File: src/rtl/spi_cmd_ctrl_if.sv
// SPI pins plus register-write / command-error strobes of the SPI command controller.
// slave = controller side, master = SPI host and strobe consumer side.
interface spi_cmd_ctrl_if #(
    parameter int P_WORD_W = 16
);
    logic                i_cs;
    logic                i_sclk;
    logic                i_mosi;
    logic                o_miso;
    logic                o_busy;
    logic                o_wr_valid;
    logic [4:0]          o_wr_ch;
    logic [P_WORD_W-1:0] o_wr_data;
    logic                o_cmd_err;

    modport master (
        output i_cs,
        output i_sclk,
        output i_mosi,
        input  o_miso,
        input  o_busy,
        input  o_wr_valid,
        input  o_wr_ch,
        input  o_wr_data,
        input  o_cmd_err
    );

    modport slave (
        input  i_cs,
        input  i_sclk,
        input  i_mosi,
        output o_miso,
        output o_busy,
        output o_wr_valid,
        output o_wr_ch,
        output o_wr_data,
        output o_cmd_err
    );
endinterface

File: src/rtl/spi_cmd_ctrl.sv
// SPI mode-0 command slave: read bursts and writes of a channel register bank; strobes are
// registered one i_clk after the synchronised last SCLK edge; no backpressure, SCLK <= i_clk/8.
module spi_cmd_ctrl #(
    parameter int                  P_WORD_W = 16,
    parameter int                  P_NUM_CH = 8,
    parameter int                  P_BURST  = 5,
    parameter logic [P_WORD_W-1:0] P_INC    = 16'h1111,
    parameter logic [P_WORD_W-1:0] P_INIT   = 16'h89AB,
    parameter logic [7:0]          P_CMD_RD = 8'hF0,
    parameter logic [7:0]          P_CMD_WR = 8'hF1
) (
    input  logic          i_clk,
    input  logic          i_rst_n,
    spi_cmd_ctrl_if.slave bus
);

    localparam int                CNT_W    = $clog2(P_WORD_W);
    localparam int                CH_W     = (P_NUM_CH > 1) ? $clog2(P_NUM_CH) : 1;
    localparam logic [CNT_W-1:0]  LAST_BIT = CNT_W'(P_WORD_W - 1);
    localparam logic [5:0]        NUM_CH   = 6'(P_NUM_CH);
    localparam logic [7:0]        BURST_N  = 8'(P_BURST);

    typedef enum logic [1:0] {
        IDLE     = 2'b00,
        RD_BURST = 2'b01,
        WR_DATA  = 2'b10
    } state_t;

    logic [1:0]          cs_sync;
    logic [1:0]          sclk_sync;
    logic [1:0]          mosi_sync;
    logic                cs_q;
    logic                sclk_q;

    logic [CNT_W-1:0]    bit_cnt;
    logic [P_WORD_W-1:0] rx_sh;
    logic [P_WORD_W-1:0] tx;
    logic [P_WORD_W-1:0] tx_word;
    logic [7:0]          burst_cnt;
    logic [4:0]          wr_ch;
    state_t              state;
    logic [P_WORD_W-1:0] regs [P_NUM_CH];

    logic                busy;
    logic                wr_valid;
    logic [4:0]          wr_ch_out;
    logic [P_WORD_W-1:0] wr_data;
    logic                cmd_err;

    logic                sclk_rise;
    logic                sclk_fall;
    logic                cs_rise;
    logic                cs_act;
    logic                word_done;
    logic [P_WORD_W-1:0] rx_word;
    logic [7:0]          opcode;
    logic [4:0]          rx_ch;
    logic                ch_ok;
    logic [CH_W-1:0]     rx_idx;
    logic [CH_W-1:0]     wr_idx;

    // Synchronisers idle at the bus-idle levels so reset never fakes a frame edge.
    always_ff @(posedge i_clk or negedge i_rst_n) begin
        if (!i_rst_n) begin
            cs_sync   <= 2'b11;
            sclk_sync <= 2'b00;
            mosi_sync <= 2'b00;
            cs_q      <= 1'b1;
            sclk_q    <= 1'b0;
        end else begin
            cs_sync   <= {cs_sync[0], bus.i_cs};
            sclk_sync <= {sclk_sync[0], bus.i_sclk};
            mosi_sync <= {mosi_sync[0], bus.i_mosi};
            cs_q      <= cs_sync[1];
            sclk_q    <= sclk_sync[1];
        end
    end

    always_comb begin
        sclk_rise = sclk_sync[1] & ~sclk_q;
        sclk_fall = ~sclk_sync[1] & sclk_q;
        cs_rise   = cs_sync[1] & ~cs_q;
        cs_act    = ~cs_sync[1];
        rx_word   = {rx_sh[P_WORD_W-2:0], mosi_sync[1]};
        word_done = cs_act & sclk_rise & (bit_cnt == LAST_BIT);
        opcode    = rx_word[P_WORD_W-1 -: 8];
        rx_ch     = rx_word[4:0];
        ch_ok     = ({1'b0, rx_ch} < NUM_CH);
        rx_idx    = rx_word[CH_W-1:0];
        wr_idx    = wr_ch[CH_W-1:0];
    end

    // Held at zero whenever cs is high, so every frame starts on a word boundary.
    always_ff @(posedge i_clk or negedge i_rst_n) begin
        if (!i_rst_n) begin
            bit_cnt <= '0;
            rx_sh   <= '0;
        end else if (!cs_act) begin
            bit_cnt <= '0;
            rx_sh   <= '0;
        end else if (sclk_rise) begin
            rx_sh   <= rx_word;
            bit_cnt <= (bit_cnt == LAST_BIT) ? '0 : bit_cnt + CNT_W'(1);
        end
    end

    always_ff @(posedge i_clk or negedge i_rst_n) begin
        if (!i_rst_n) begin
            state     <= IDLE;
            tx        <= '0;
            tx_word   <= '0;
            burst_cnt <= '0;
            wr_ch     <= '0;
            busy      <= 1'b0;
            wr_valid  <= 1'b0;
            wr_ch_out <= '0;
            wr_data   <= '0;
            cmd_err   <= 1'b0;
            for (int k = 0; k < P_NUM_CH; k++) begin
                regs[k] <= P_INIT;
            end
        end else begin
            wr_valid <= 1'b0;
            cmd_err  <= 1'b0;
            if (cs_rise) begin
                state <= IDLE;
                busy  <= 1'b0;
                tx    <= '0;
            end else begin
                // The MSB of a freshly loaded word must survive the falling edge after the last bit.
                if (cs_act && sclk_fall && (bit_cnt != '0)) begin
                    tx <= {tx[P_WORD_W-2:0], 1'b0};
                end
                case (state)
                    IDLE: begin
                        if (word_done) begin
                            if (opcode == P_CMD_RD && ch_ok) begin
                                state     <= RD_BURST;
                                busy      <= 1'b1;
                                tx        <= regs[rx_idx];
                                tx_word   <= regs[rx_idx];
                                burst_cnt <= '0;
                            end else if (opcode == P_CMD_WR && ch_ok) begin
                                state <= WR_DATA;
                                busy  <= 1'b1;
                                wr_ch <= rx_ch;
                            end else begin
                                cmd_err <= 1'b1;
                                tx      <= '0;
                            end
                        end
                    end
                    RD_BURST: begin
                        if (word_done) begin
                            burst_cnt <= burst_cnt + 8'd1;
                            if (burst_cnt + 8'd1 == BURST_N) begin
                                state <= IDLE;
                                busy  <= 1'b0;
                                tx    <= '0;
                            end else begin
                                tx      <= tx_word + P_INC;
                                tx_word <= tx_word + P_INC;
                            end
                        end
                    end
                    WR_DATA: begin
                        if (word_done) begin
                            regs[wr_idx] <= rx_word;
                            wr_valid     <= 1'b1;
                            wr_ch_out    <= wr_ch;
                            wr_data      <= rx_word;
                            state        <= IDLE;
                            busy         <= 1'b0;
                            tx           <= '0;
                        end
                    end
                    default: begin
                        state <= IDLE;
                        busy  <= 1'b0;
                        tx    <= '0;
                    end
                endcase
            end
        end
    end

    assign bus.o_miso     = tx[P_WORD_W-1];
    assign bus.o_busy     = busy;
    assign bus.o_wr_valid = wr_valid;
    assign bus.o_wr_ch    = wr_ch_out;
    assign bus.o_wr_data  = wr_data;
    assign bus.o_cmd_err  = cmd_err;

endmodule

File: src/flat_wrapper.sv
// flat-port wrapper written by rule: the top's interface ports become plain ports
module spi_cmd_ctrl_flat 
#(
    parameter int                  P_WORD_W = 16,
    parameter int                  P_NUM_CH = 8,
    parameter int                  P_BURST  = 5,
    parameter logic [P_WORD_W-1:0] P_INC    = 16'h1111,
    parameter logic [P_WORD_W-1:0] P_INIT   = 16'h89AB,
    parameter logic [7:0]          P_CMD_RD = 8'hF0,
    parameter logic [7:0]          P_CMD_WR = 8'hF1
)
  (i_clk, i_rst_n, bus_i_cs, bus_i_sclk, bus_i_mosi, bus_o_miso, bus_o_busy, bus_o_wr_valid, bus_o_wr_ch, bus_o_wr_data, bus_o_cmd_err);
  spi_cmd_ctrl_if #(.P_WORD_W(P_WORD_W)) bus_i ();
  input  logic i_clk;
  input  logic i_rst_n;
  input wire logic [$bits(bus_i.i_cs)-1:0] bus_i_cs;
  input wire logic [$bits(bus_i.i_sclk)-1:0] bus_i_sclk;
  input wire logic [$bits(bus_i.i_mosi)-1:0] bus_i_mosi;
  output wire logic [$bits(bus_i.o_miso)-1:0] bus_o_miso;
  output wire logic [$bits(bus_i.o_busy)-1:0] bus_o_busy;
  output wire logic [$bits(bus_i.o_wr_valid)-1:0] bus_o_wr_valid;
  output wire logic [$bits(bus_i.o_wr_ch)-1:0] bus_o_wr_ch;
  output wire logic [$bits(bus_i.o_wr_data)-1:0] bus_o_wr_data;
  output wire logic [$bits(bus_i.o_cmd_err)-1:0] bus_o_cmd_err;
  assign bus_i.i_cs = bus_i_cs;
  assign bus_i.i_sclk = bus_i_sclk;
  assign bus_i.i_mosi = bus_i_mosi;
  assign bus_o_miso = bus_i.o_miso;
  assign bus_o_busy = bus_i.o_busy;
  assign bus_o_wr_valid = bus_i.o_wr_valid;
  assign bus_o_wr_ch = bus_i.o_wr_ch;
  assign bus_o_wr_data = bus_i.o_wr_data;
  assign bus_o_cmd_err = bus_i.o_cmd_err;
  spi_cmd_ctrl #(.P_WORD_W(P_WORD_W), .P_NUM_CH(P_NUM_CH), .P_BURST(P_BURST), .P_INC(P_INC), .P_INIT(P_INIT), .P_CMD_RD(P_CMD_RD), .P_CMD_WR(P_CMD_WR)) u_core (.i_clk(i_clk), .i_rst_n(i_rst_n), .bus(bus_i));
endmodule
File: config.mk
export PLATFORM = sky130hd
export DESIGN_NAME = spi_cmd_ctrl_flat
export DESIGN_NICKNAME = d
export VERILOG_FILES = /design/src/rtl/spi_cmd_ctrl_if.sv /design/src/rtl/spi_cmd_ctrl.sv /design/src/flat_wrapper.sv
export SDC_FILE = /design/constraint.sdc
export NUM_CORES = 1
export LEC_CHECK = 0
export BUFFER_PORTS_ARGS = -buffer_cell sky130_fd_sc_hd__buf_2
export CORE_MARGIN = 2
export CORE_UTILIZATION = 35
export DETAILED_ROUTE_END_ITERATION = 12
export GPL_TIMING_DRIVEN = 0
export PLACE_DENSITY = 0.5
export SLEW_MARGIN = 0
export SYNTH_ARGS = -nofsm -noshare
export SYNTH_HDL_FRONTEND = slang
export SYNTH_SLANG_ARGS = --single-unit
File: constraint.sdc
create_clock -name i_clk -period 6.2 [get_ports i_clk]
set_input_delay 1.86 -clock i_clk [delete_from_list [all_inputs] [get_ports i_clk]]
set_output_delay 1.86 -clock i_clk [all_outputs]
set_load 0.03 [all_outputs]
==> impl_metrics.env <==
export IMPL_synth_fp_nets=952
export IMPL_clk_latency_ns=0.55
export IMPL_synth_avg_cell_area_sq_um=11.9
export IMPL_antenna_found_initial=1
export IMPL_hold_buffers=0
export IMPL_port_buffers=29
export IMPL_p_leak_nw=5.75
export IMPL_worstPathCellList="buf_2"
export IMPL_rsz0062_at_grt="false"
export IMPL_dpl_hpwl_microns=20300
export IMPL_start_util_pct=35.5
export IMPL_ys_ff_latch=226
export IMPL_drv_slew=0
export IMPL_path_clk_slew_ns=0.06
export IMPL_grt_pass1_wl_microns=47400
export IMPL_path_class="reg2out"
export IMPL_reg2regPathDepth=7
export IMPL_synth_area_sq_um=11200
export IMPL_max_slew_margin_pct=43.3
export IMPL_cp_slowest_cell="dfrtp_1"
export IMPL_yosysMostFrequentCell="dfrtp_1"
export IMPL_synth_cells=942
export IMPL_grt_met2_usage_pct=28.2
export IMPL_die_x_microns=183
export IMPL_powerDensity_nw_per_um2=249
export IMPL_finalPower_mw=3.21
export IMPL_crit_arrival_ns=1.12
export IMPL_overflow=0
export IMPL_finalCriticalPeriod_ns=2.98
export IMPL_row_count=65
export IMPL_skew_ns=0.0127
export IMPL_status="completed"
export IMPL_endpoint="bus_o_wr_data[11]"
export IMPL_min_period_over_period_pct=48.1
export IMPL_yosysUniqueCellTypes=71
export IMPL_startpoint="u_core.bus.o_wr_data[11]$_DFFE_PN0P_"
export IMPL_dieArea_sq_um=33500
export IMPL_area_sequential_sq_um=5740
export IMPL_instances_no_fill=1425
export IMPL_grt_pass1_vias=7835
export IMPL_die_h_microns=183
export IMPL_r2r_end="u_core.tx_word[10]$_DFFE_PN0P_"
export IMPL_rrSetupSlack_ns=3.23
export IMPL_grt_busiest_layer="met2"
export IMPL_cp_slowest_stage_delay_ns=0.39
export IMPL_tns_ns=0
export IMPL_dp_cells=1375
export IMPL_r2r_start="u_core.bit_cnt[0]$_DFFE_PN0P_"
export IMPL_vias=7764
export IMPL_cts_path_max_buffers=3
export IMPL_clockRootBuffer="clkbuf_16"
export IMPL_use_met3_pct=2.54
export IMPL_syn_to_final_growth_pct=14.6
export IMPL_cts_sinks=226
export IMPL_synth_edf_count=0
export IMPL_synth_top_area_share_pct=35.5
export IMPL_drc=0
export IMPL_path_delay_family="flip-flops"
export IMPL_placed_cell_area_sq_um=11900
export IMPL_drtAntennaViolNets=0
export IMPL_core_sq_um=31600
export IMPL_maxCapViolCount=0
export IMPL_crit_buf_inv=1
export IMPL_cts_buffers=27
export IMPL_fill_cells=3010
export IMPL_cts_max_level=1
export IMPL_setup_worst_path_end_class="output port"
export IMPL_wire_per_inst_microns=21.0
export IMPL_io_pins=30
export IMPL_grt_max_degree=90
export IMPL_tightest_slew_ns=0.844
export IMPL_crit_fanout=2
export IMPL_final_cell_area_sq_um=12900
export IMPL_hold_slack_ns=0.356
export IMPL_synth_ff_type="dfrtp_1"
export IMPL_cts_tree="built"
export IMPL_ys_warn_count=0
export IMPL_post_cts_buffers=0
export IMPL_layout_drive_gt1_share_pct=35.6
export IMPL_synth_common_cells="dfrtp_1, mux2_2, nand2_1"
export IMPL_gp_congestion=0.851
export IMPL_hold_viol=0
export IMPL_yosysTopAreaCell="dfrtp_1"
export IMPL_seq_area_frac_synth_pct=51.2
export IMPL_antenna_cells=0
export IMPL_multi_input_area_sq_um=5080
export IMPL_grt_use_met1_pct=27.3
export IMPL_track_usage_pct=18.2
export IMPL_ir_worst_vdd_uv=202
export IMPL_worstPathRequired_ns=4.34
export IMPL_synthTopCellsByArea="dfrtp_1, dfstp_2, mux2_2"
export IMPL_nNetsFinal=1012
export IMPL_hold_class="reg2reg"
export IMPL_routed_wl_microns=29900
export IMPL_drt_iter0_drc=493
export IMPL_fmax_mhz=335
export IMPL_ctsResizeCount=0
export IMPL_setup_viol=0
export IMPL_firstDrtPassIters=7
export IMPL_cp_start_kind="flop"
export IMPL_cp_depth=1
export IMPL_synthArstFlopShare_pct=100
export IMPL_viasPerCell=5.45
-- kinds of logic (layout without fill, tap and decap cells) --
kind of cell | Yosys count | count (layout) | synth area share (%)
multiplexers | 192 | 192 | 22.7
adder cells (fa/ha/maj) | 5 | 5 | 0.558
XOR/XNOR | 16 | 16 | 1.25
AND/OR/NAND/NOR | 249 | 249 | 11.1
flip-flops | 226 | 226 | 51.2
AO/OA/AOI/OAI | 161 | 161 | 9.66
buffers and inverters | 93 | 174 | 3.58
-- area by class of cell --
type / count / share of cell area [%]
clock buffers: 41 / 6.29
well taps: 402 / 3.91
multi-input cells: 623 / 39.5
clock inverters: 9 / 0.886
plain buffers: 82 / 2.80
repair buffers: 31 / 1.64
inverters: 11 / 0.321
flip-flops and latches: 226 / 44.6
-- per-layer routing --
layer	wire length (microns)	vias to the layer above	share of wire, %
li1	-	3573	-
met1	14800	3972	49
met2	13400	180	45
met3	1190	39	4.0
met4	497	0	1.7
met5	0	-	0
-- power breakdown --
group,total [mW],internal (mW),switching [mW]
logic,0.0838,0.0212,0.0627
registers,1.49,1.48,0.00299
clock network,1.64,0.985,0.652
-- cell usage in the layout, fill, tap and decap left out, types with 13 or more instances in the layout --
cell type,Yosys,layout
clkbuf_16,0,27
mux2_2,135,135
nand3_1,39,39
buf_2,23,51
dfstp_2,67,67
o21ai_0,38,38
nand2_1,123,123
mux2i_1,14,14
a211oi_1,13,13
dfrtp_1,159,159
a21oi_1,36,36
nor2_1,16,16
mux4_2,32,32
clkbuf_1,49,55
-- per-stage QoR --
step,setup slack [ns],utilization (%)
6_report,3.22,40.7
5_1_grt,3.10,40.7
4_1_cts,3.19,40.7
3_5_place_dp,3.26,37.8
3_3_place_gp,-0.956,37.6
2_1_floorplan,3.85,-
-- worst min path at each step --
stage | end | slack [ns] | cells after the start | from
2_1_floorplan | u_core.mosi_sync[1]$_DFF_PN0_ | 0.33 | 0 | u_core.mosi_sync[0]$_DFF_PN0_
3_3_place_gp | u_core.mosi_sync[1]$_DFF_PN0_ | 0.33 | 0 | u_core.mosi_sync[0]$_DFF_PN0_
3_5_place_dp | u_core.sclk_sync[1]$_DFF_PN0_ | 0.34 | 0 | u_core.sclk_sync[0]$_DFF_PN0_
4_1_cts | u_core.cs_sync[1]$_DFF_PN1_ | 0.36 | 0 | u_core.cs_sync[0]$_DFF_PN1_
5_1_grt | u_core.cs_sync[1]$_DFF_PN1_ | 0.36 | 0 | u_core.cs_sync[0]$_DFF_PN1_
6_report | u_core.mosi_sync[1]$_DFF_PN0_ | 0.36 | 0 | u_core.mosi_sync[0]$_DFF_PN0_
-- flip-flops by register name (all words and copies together), names as in the netlist, 5 cells and up --
signal and count:
u_core.bus.o_wr_ch 5, u_core.wr_ch 5, u_core.tx 16, u_core.burst_cnt 8
u_core.regs 128, u_core.rx_sh 15, u_core.tx_word 16, u_core.bus.o_wr_data 16
Note: power is estimated with default switching activity, not from simulation.
